`src/rtl/mem_responder.sv`:
```
// mem_responder: serializes line/word cache requests into one-word-per-cycle
// accesses on a single-port SRAM with fixed read latency.
`ifndef ADDR_SIZE
`define ADDR_SIZE 32
`endif
`ifndef CACHE_BITS
`define CACHE_BITS 2
`endif
`ifndef CACHE_SIZE
`define CACHE_SIZE (1 << `CACHE_BITS)
`endif

module mem_responder #(
    parameter int ADDR_SIZE  = `ADDR_SIZE,
    parameter int CACHE_BITS = `CACHE_BITS,
    parameter int CACHE_SIZE = `CACHE_SIZE,
    parameter int RD_LAT     = 1
) (
    input  logic                       clk,
    input  logic                       rst_l,
    input  logic                       mem_w_line,
    input  logic                       mem_r_line,
    input  logic                       mem_w_one,
    input  logic                       mem_r_one,
    input  logic [ADDR_SIZE-1:0]       mem_addr,
    input  logic [CACHE_SIZE-1:0][31:0] line_store,
    output logic [CACHE_SIZE-1:0][31:0] line_read,
    output logic                       mem_ready,
    output logic                       mem_done,
    output logic                       proto_err,
    output logic [ADDR_SIZE-1:0]       sram_addr,
    output logic                       sram_we,
    output logic                       sram_re,
    output logic [31:0]                sram_wdata,
    input  logic [31:0]                sram_rdata
);
    typedef enum logic [2:0] {IDLE, WRITE, READ, READ_WAIT, DONE, RELEASE} state_t;

    state_t                         state_q;
    logic [3:0]                     sel_q;
    logic [CACHE_BITS-1:0]          last_q, cnt_q, rcnt_q;
    logic [CACHE_SIZE-1:0][31:0]    wbuf_q, rbuf_q;
    logic [RD_LAT-1:0]              pipe_q;
    logic [ADDR_SIZE-1:0]           sram_addr_q;
    logic [31:0]                    sram_wdata_q;
    logic                           sram_we_q, sram_re_q, mem_done_q, mem_ready_q, proto_err_q;

    logic [3:0]                     req, sel_d;
    logic                           line_d, wr_d, rd_vld, busy;
    logic [ADDR_SIZE-1:0]           base_d;

    assign req    = {mem_w_line, mem_r_line, mem_w_one, mem_r_one};
    assign sel_d  = req[3] ? 4'b1000 : req[2] ? 4'b0100 : req[1] ? 4'b0010 : {3'b000, req[0]};
    assign line_d = |sel_d[3:2];
    assign wr_d   = sel_d[3] | sel_d[1];
    assign base_d = line_d ? (mem_addr & ~ADDR_SIZE'(CACHE_SIZE - 1)) : mem_addr;
    // rd_vld marks the cycle in which sram_rdata carries data for an earlier read strobe
    assign rd_vld = pipe_q[RD_LAT-1];
    assign busy   = (state_q == WRITE) || (state_q == READ) || (state_q == READ_WAIT);

    assign line_read  = rbuf_q;
    assign mem_ready  = mem_ready_q;
    assign mem_done   = mem_done_q;
    assign proto_err  = proto_err_q;
    assign sram_addr  = sram_addr_q;
    assign sram_we    = sram_we_q;
    assign sram_re    = sram_re_q;
    assign sram_wdata = sram_wdata_q;

    always_ff @(posedge clk or negedge rst_l) begin
        if (!rst_l) begin
            state_q      <= IDLE;
            sel_q        <= '0;
            last_q       <= '0;
            cnt_q        <= '0;
            rcnt_q       <= '0;
            wbuf_q       <= '0;
            rbuf_q       <= '0;
            pipe_q       <= '0;
            sram_addr_q  <= '0;
            sram_wdata_q <= '0;
            sram_we_q    <= 1'b0;
            sram_re_q    <= 1'b0;
            mem_done_q   <= 1'b0;
            mem_ready_q  <= 1'b1;
            proto_err_q  <= 1'b0;
        end else begin
            pipe_q <= (pipe_q << 1) | RD_LAT'(sram_re_q);
            if (rd_vld) begin
                rbuf_q[rcnt_q] <= sram_rdata;
                rcnt_q         <= rcnt_q + CACHE_BITS'(1);
            end
            if (busy && !(|(req & sel_q)))
                proto_err_q <= 1'b1;
            case (state_q)
                IDLE: if (|req) begin
                    state_q     <= wr_d ? WRITE : READ;
                    sel_q       <= sel_d;
                    last_q      <= line_d ? CACHE_BITS'(CACHE_SIZE - 1) : '0;
                    cnt_q       <= '0;
                    rcnt_q      <= '0;
                    sram_addr_q <= base_d;
                    sram_we_q   <= wr_d;
                    sram_re_q   <= !wr_d;
                    mem_ready_q <= 1'b0;
                    if (wr_d) begin
                        wbuf_q       <= line_store;
                        sram_wdata_q <= line_store[0];
                    end
                    if ($countones(req) > 1)
                        proto_err_q <= 1'b1;
                end
                WRITE: if (cnt_q == last_q) begin
                    state_q    <= DONE;
                    sram_we_q  <= 1'b0;
                    mem_done_q <= 1'b1;
                end else begin
                    cnt_q        <= cnt_q + CACHE_BITS'(1);
                    sram_addr_q  <= sram_addr_q + ADDR_SIZE'(1);
                    sram_wdata_q <= wbuf_q[cnt_q + CACHE_BITS'(1)];
                end
                READ: if (cnt_q == last_q) begin
                    state_q   <= READ_WAIT;
                    sram_re_q <= 1'b0;
                end else begin
                    cnt_q       <= cnt_q + CACHE_BITS'(1);
                    sram_addr_q <= sram_addr_q + ADDR_SIZE'(1);
                end
                READ_WAIT: if (rd_vld && rcnt_q == last_q) begin
                    state_q    <= DONE;
                    mem_done_q <= 1'b1;
                end
                DONE: begin
                    state_q    <= RELEASE;
                    mem_done_q <= 1'b0;
                end
                RELEASE: if (!(|req)) begin
                    state_q     <= IDLE;
                    mem_ready_q <= 1'b1;
                end
                default: state_q <= IDLE;
            endcase
        end
    end
endmodule

```
`config.mk`:
```
export PLATFORM = sky130hd
export DESIGN_NAME = mem_responder
export DESIGN_NICKNAME = d
export VERILOG_FILES = /design/src/rtl/mem_responder.sv
export SDC_FILE = /design/constraint.sdc
export NUM_CORES = 1
export LEC_CHECK = 0
export CAP_MARGIN = 20
export CORE_AREA = 10 10 186 188
export DETAILED_ROUTE_END_ITERATION = 10
export DIE_AREA = 0 0 196 198
export PLACE_DENSITY_LB_ADDON = 0.2
export SYNTH_ARGS = -nofsm -noshare
export SYNTH_HDL_FRONTEND = slang
export SYNTH_SLANG_ARGS = --single-unit
```
`constraint.sdc`:
```
create_clock -name clk -period 2.3 [get_ports clk]
set_clock_uncertainty 0.2 [all_clocks]
set_input_delay 0.46 -clock clk [delete_from_list [all_inputs] [get_ports clk]]
set_output_delay 0.46 -clock clk [all_outputs]
set_load 0.01 [all_outputs]
```
==> results.sh <==
export IMPL_outcome="completed"
export IMPL_p_comb_share_pct=48.6
export IMPL_clock_latency_ns=0.51
export IMPL_initial_core_util_pct=47.8
export IMPL_grt_pass1_vias=11500
export IMPL_antenna_left=0
export IMPL_numCtsBuffers=37
export IMPL_syn2layout_area_growth_pct=44.9
export IMPL_drv_slew=0
export IMPL_yosysSeqAreaShare_pct=57.0
export IMPL_seq_power_share_pct=33.0
export IMPL_drc_errors=0
export IMPL_pwr_share_clk_pct=18.4
export IMPL_grt_busiest_layer="met2"
export IMPL_ys_seq_elements=338
export IMPL_track_usage_pct=21.5
export IMPL_max_vdd_ir_drop_v=0.000768
export IMPL_grtUsageMet3_pct=5.72
export IMPL_tns_ns=0
export IMPL_drive_gt1_share_pct=30.2
export IMPL_power_mw=33.0
export IMPL_dr_pass1_iters=5
export IMPL_root_buffer="clkbuf_16"
export IMPL_grt_pass1_wl_um=66600
export IMPL_via_per_inst=5.43
export IMPL_period_minus_slack_ns=2.28
export IMPL_async_flop_share_pct=100
export IMPL_cp_cell_sequence="dlygate4sd2_1 -> inv_2 -> ha_4 -> or3b_4 -> o211ai_1 -> bufbuf_16 -> buf_12 -> buf_12 -> mux2_2"
export IMPL_rows=65
export IMPL_io_pins=395
export IMPL_swShare_pct=33.4
export IMPL_antenna_found_initial=2
export IMPL_met2_usage_pct=35.7
export IMPL_clkTransAtPathRegs_ns=0.06
export IMPL_cap_violations=0
export IMPL_p_sw_mw=11.0
export IMPL_dieWidth_um=196
export IMPL_clock_sinks=338
export IMPL_die_h_um=198
export IMPL_worst_slew_pin_slew_ns=0.593
export IMPL_finalInstanceArea_mm2=0.0215
export IMPL_min_delay_start="mem_w_one"
export IMPL_synth_nets=1301
export IMPL_wire_per_inst_um=21.8
export IMPL_rsz0062_at_grt="yes"
export IMPL_worstSetupStartpoint="mem_r_line"
export IMPL_path_buf_inv=5
export IMPL_hold_viol=0
export IMPL_grt_max_degree=65
export IMPL_die_area_mm2=0.0388
export IMPL_crit_required_ns=2.49
export IMPL_crit_arrival_ns=2.47
export IMPL_cpMostUsedCell="buf_12"
export IMPL_post_dp_cell_area_mm2=0.0199
export IMPL_synth_top_flop_cell="dfrtp_1"
export IMPL_grtUsageMet1_pct=27.1
export IMPL_cp_slowest_cell="or3b_4"
export IMPL_path_max_fanout=20
export IMPL_wirelength_um=43500
export IMPL_yosys_warnings=0
export IMPL_core_area_mm2=0.0311
export IMPL_syn_avg_cell_area_um2=13.6
export IMPL_p_per_area_mw_per_mm2=1540
export IMPL_port_buffers=394
export IMPL_crit_path_max_incr_delay_ns=0.39
export IMPL_detailroute_via_count=10800
export IMPL_fin_crit_sh_pct=99.1
export IMPL_syn_inst=1094
export IMPL_cts_buffer_depth=3
export IMPL_crit_family="buffers and inverters"
export IMPL_p_leak_nw=9.05
export IMPL_critPathCaptureType="flop"
export IMPL_tritoncts="yes"
export IMPL_globalplace_congestion=0.875
export IMPL_overflow=0
export IMPL_slew_headroom_pct=60.5
export IMPL_drtIter0Drc=502
export IMPL_timing_rr_start="sram_addr[1]"
export IMPL_start_kind="primary input"
export IMPL_nets=1768
export IMPL_dp_hpwl_um=31400
export IMPL_finalSetupViolCount=0
export IMPL_ctsHtreeMaxLevel=2
export IMPL_criticalPathCategory="in2reg"
export IMPL_min_path_type="in2reg"
export IMPL_syn_cell_area_mm2=0.0148
export IMPL_synth_edf_count=0
export IMPL_synthDistinctLibCells=66
export IMPL_internal_power_mw=22.0
export IMPL_max_freq_mhz=439
==> layer usage <==
layer	vias up	share of wire, %
met4	0	2.6
met5	-	0
met3	62	6.4
met2	338	50
met1	5447	41
li1	4960	-
==> worst register-to-register path, stage by stage (launching register included) <==
cell and delay, ns:
dfrtp_1 0.39, ha_1 0.20, and4_1 0.21, nor3b_1 0.18
buf_4 0.23, nand2_1 0.11, o41a_1 0.42, o211ai_1 0.18
==> flip-flops by register name (all words and copies together) (netlist names), 2 cells and up <==
name        flops
cnt_q           2
wbuf_q        128
line_read     128
sel_q           4
sram_wdata     32
state_q         3
sram_addr      32
rcnt_q          2
==> metrics by stage <==
stage	setup slack [ns]	instances	utilization, %	hold slack, ns
2_1_floorplan	0.0246	1094	-	-0.0356
3_3_place_gp	-0.570	1906	64.1	0.226
3_5_place_dp	-0.589	1906	64.1	0.225
4_1_cts	0.0172	1982	68.7	0.253
5_1_grt	-0.0190	1991	69.2	0.225
6_report	0.0216	1992	69.2	0.218
==> worst paths after layout <==
| check | to | slack [ns] | cells after the start |
|---|---|---|---|
| worst min register to register | pipe_q | 0.27 | 0 |
| worst max-delay path | wbuf_q[116] | 0.02 | 9 |
| worst min-delay path | sel_q[1] | 0.22 | 4 |
| max in group asynchronous | wbuf_q[64] | 0.86 | 3 |
| worst max register to register | sram_addr[30] | 0.11 | 7 |
| min in group asynchronous | line_read[4] | 0.27 | 2 |
==> power by group through the flow <==
stage | registers, mW | clock network, mW | logic [mW]
after global placement | 10.8 | 0 | 15.1
after global routing | 11.3 | 6.49 | 17.2
after floorplan | 11.3 | 0 | 7.79
final | 10.9 | 6.09 | 16.0
after detailed placement | 10.9 | 0 | 15.5
after CTS | 10.9 | 6.23 | 15.7
==> layout make-up <==
type / count / area, µm²
fillers: 2221 / 9560
flip-flops and latches: 338 / 8460
multi-input cells: 673 / 6010
repair buffers: 500 / 5190
clock buffers: 56 / 1170
well taps: 402 / 503
clock inverters: 10 / 119
inverters: 11 / 45.0
diodes: 2 / 5.00
==> logic make-up after synthesis <==
family                   after synthesis  synth area share [%]
flip-flops                           338                  57.0
multiplexers                         322                  26.6
AND/OR/NAND/NOR                      182                  6.01
AO/OA/AOI/OAI                        158                  6.80
buffers and inverters                 83                  2.68
adder cells (fa/ha/maj)                9                 0.809
XOR/XNOR                               2                 0.118
==> cells in the final DEF (no fill, tap or decap), types with 4 or more instances in the layout <==
cell             netlist  routed
dfrtp_1              337     333
nand2_1               79      79
buf_12                 0      27
nand3_1               20      20
clkdlybuf4s50_1        0     386
ha_1                   8       7
buf_6                  4       4
mux4_2                32      32
nor4_1                 4       4
or3_1                  5       5
mux2i_1               33      33
o21ai_0               55      52
clkinv_2               0       5
dfrtp_2                0       4
clkbuf_8               0      15
buf_4                  2      69
a31oi_1                6       6
mux2_2               257     257
nor2_1                22      22
o211ai_1               6       6
and3_1                 7       7
nand4_1               15      15
o21ai_1                2       5
clkbuf_16              0      40
a21oi_1               37      37
and2_1                 4       4
a2bb2oi_1              7       7
o22ai_1               11      11
nor3_1                 6       6
inv_1                 11       9
==> Yosys cell counts (5+ instances only) <==
| cell type | instances | area [µm²] |
|---|---|---|
| nor2_1 | 22 | 82.6 |
| o211ai_1 | 6 | 45.0 |
| mux2_2 | 257 | 2890 |
| nor3_1 | 6 | 30.0 |
| buf_2 | 36 | 180 |
| a31oi_1 | 6 | 37.5 |
| a21oi_1 | 37 | 185 |
| nand3_1 | 20 | 100 |
| mux4_2 | 32 | 721 |
| a2bb2oi_1 | 7 | 61.3 |
| or3_1 | 5 | 31.3 |
| o21ai_0 | 55 | 275 |
| and3_1 | 7 | 43.8 |
| nand2_1 | 79 | 297 |
| o22ai_1 | 11 | 68.8 |
| mux2i_1 | 33 | 330 |
| clkbuf_1 | 12 | 45.0 |
| buf_1 | 15 | 56.3 |
| inv_1 | 11 | 41.3 |
| ha_1 | 8 | 100 |
| dfrtp_1 | 337 | 8430 |
| nand4_1 | 15 | 93.8 |
==> timing repair <==
action                                  in CTS  in global routing
hold buffers                                 1                  0
setup buffers                                8                  3
gates cloned                                 1                  5
hold endpoints to repair                    42                  0
endpoints found under the setup margin     126                104
pin swaps                                    0                  1
resized for setup                            9                 13
Note: power is estimated with default switching activity, not from simulation.
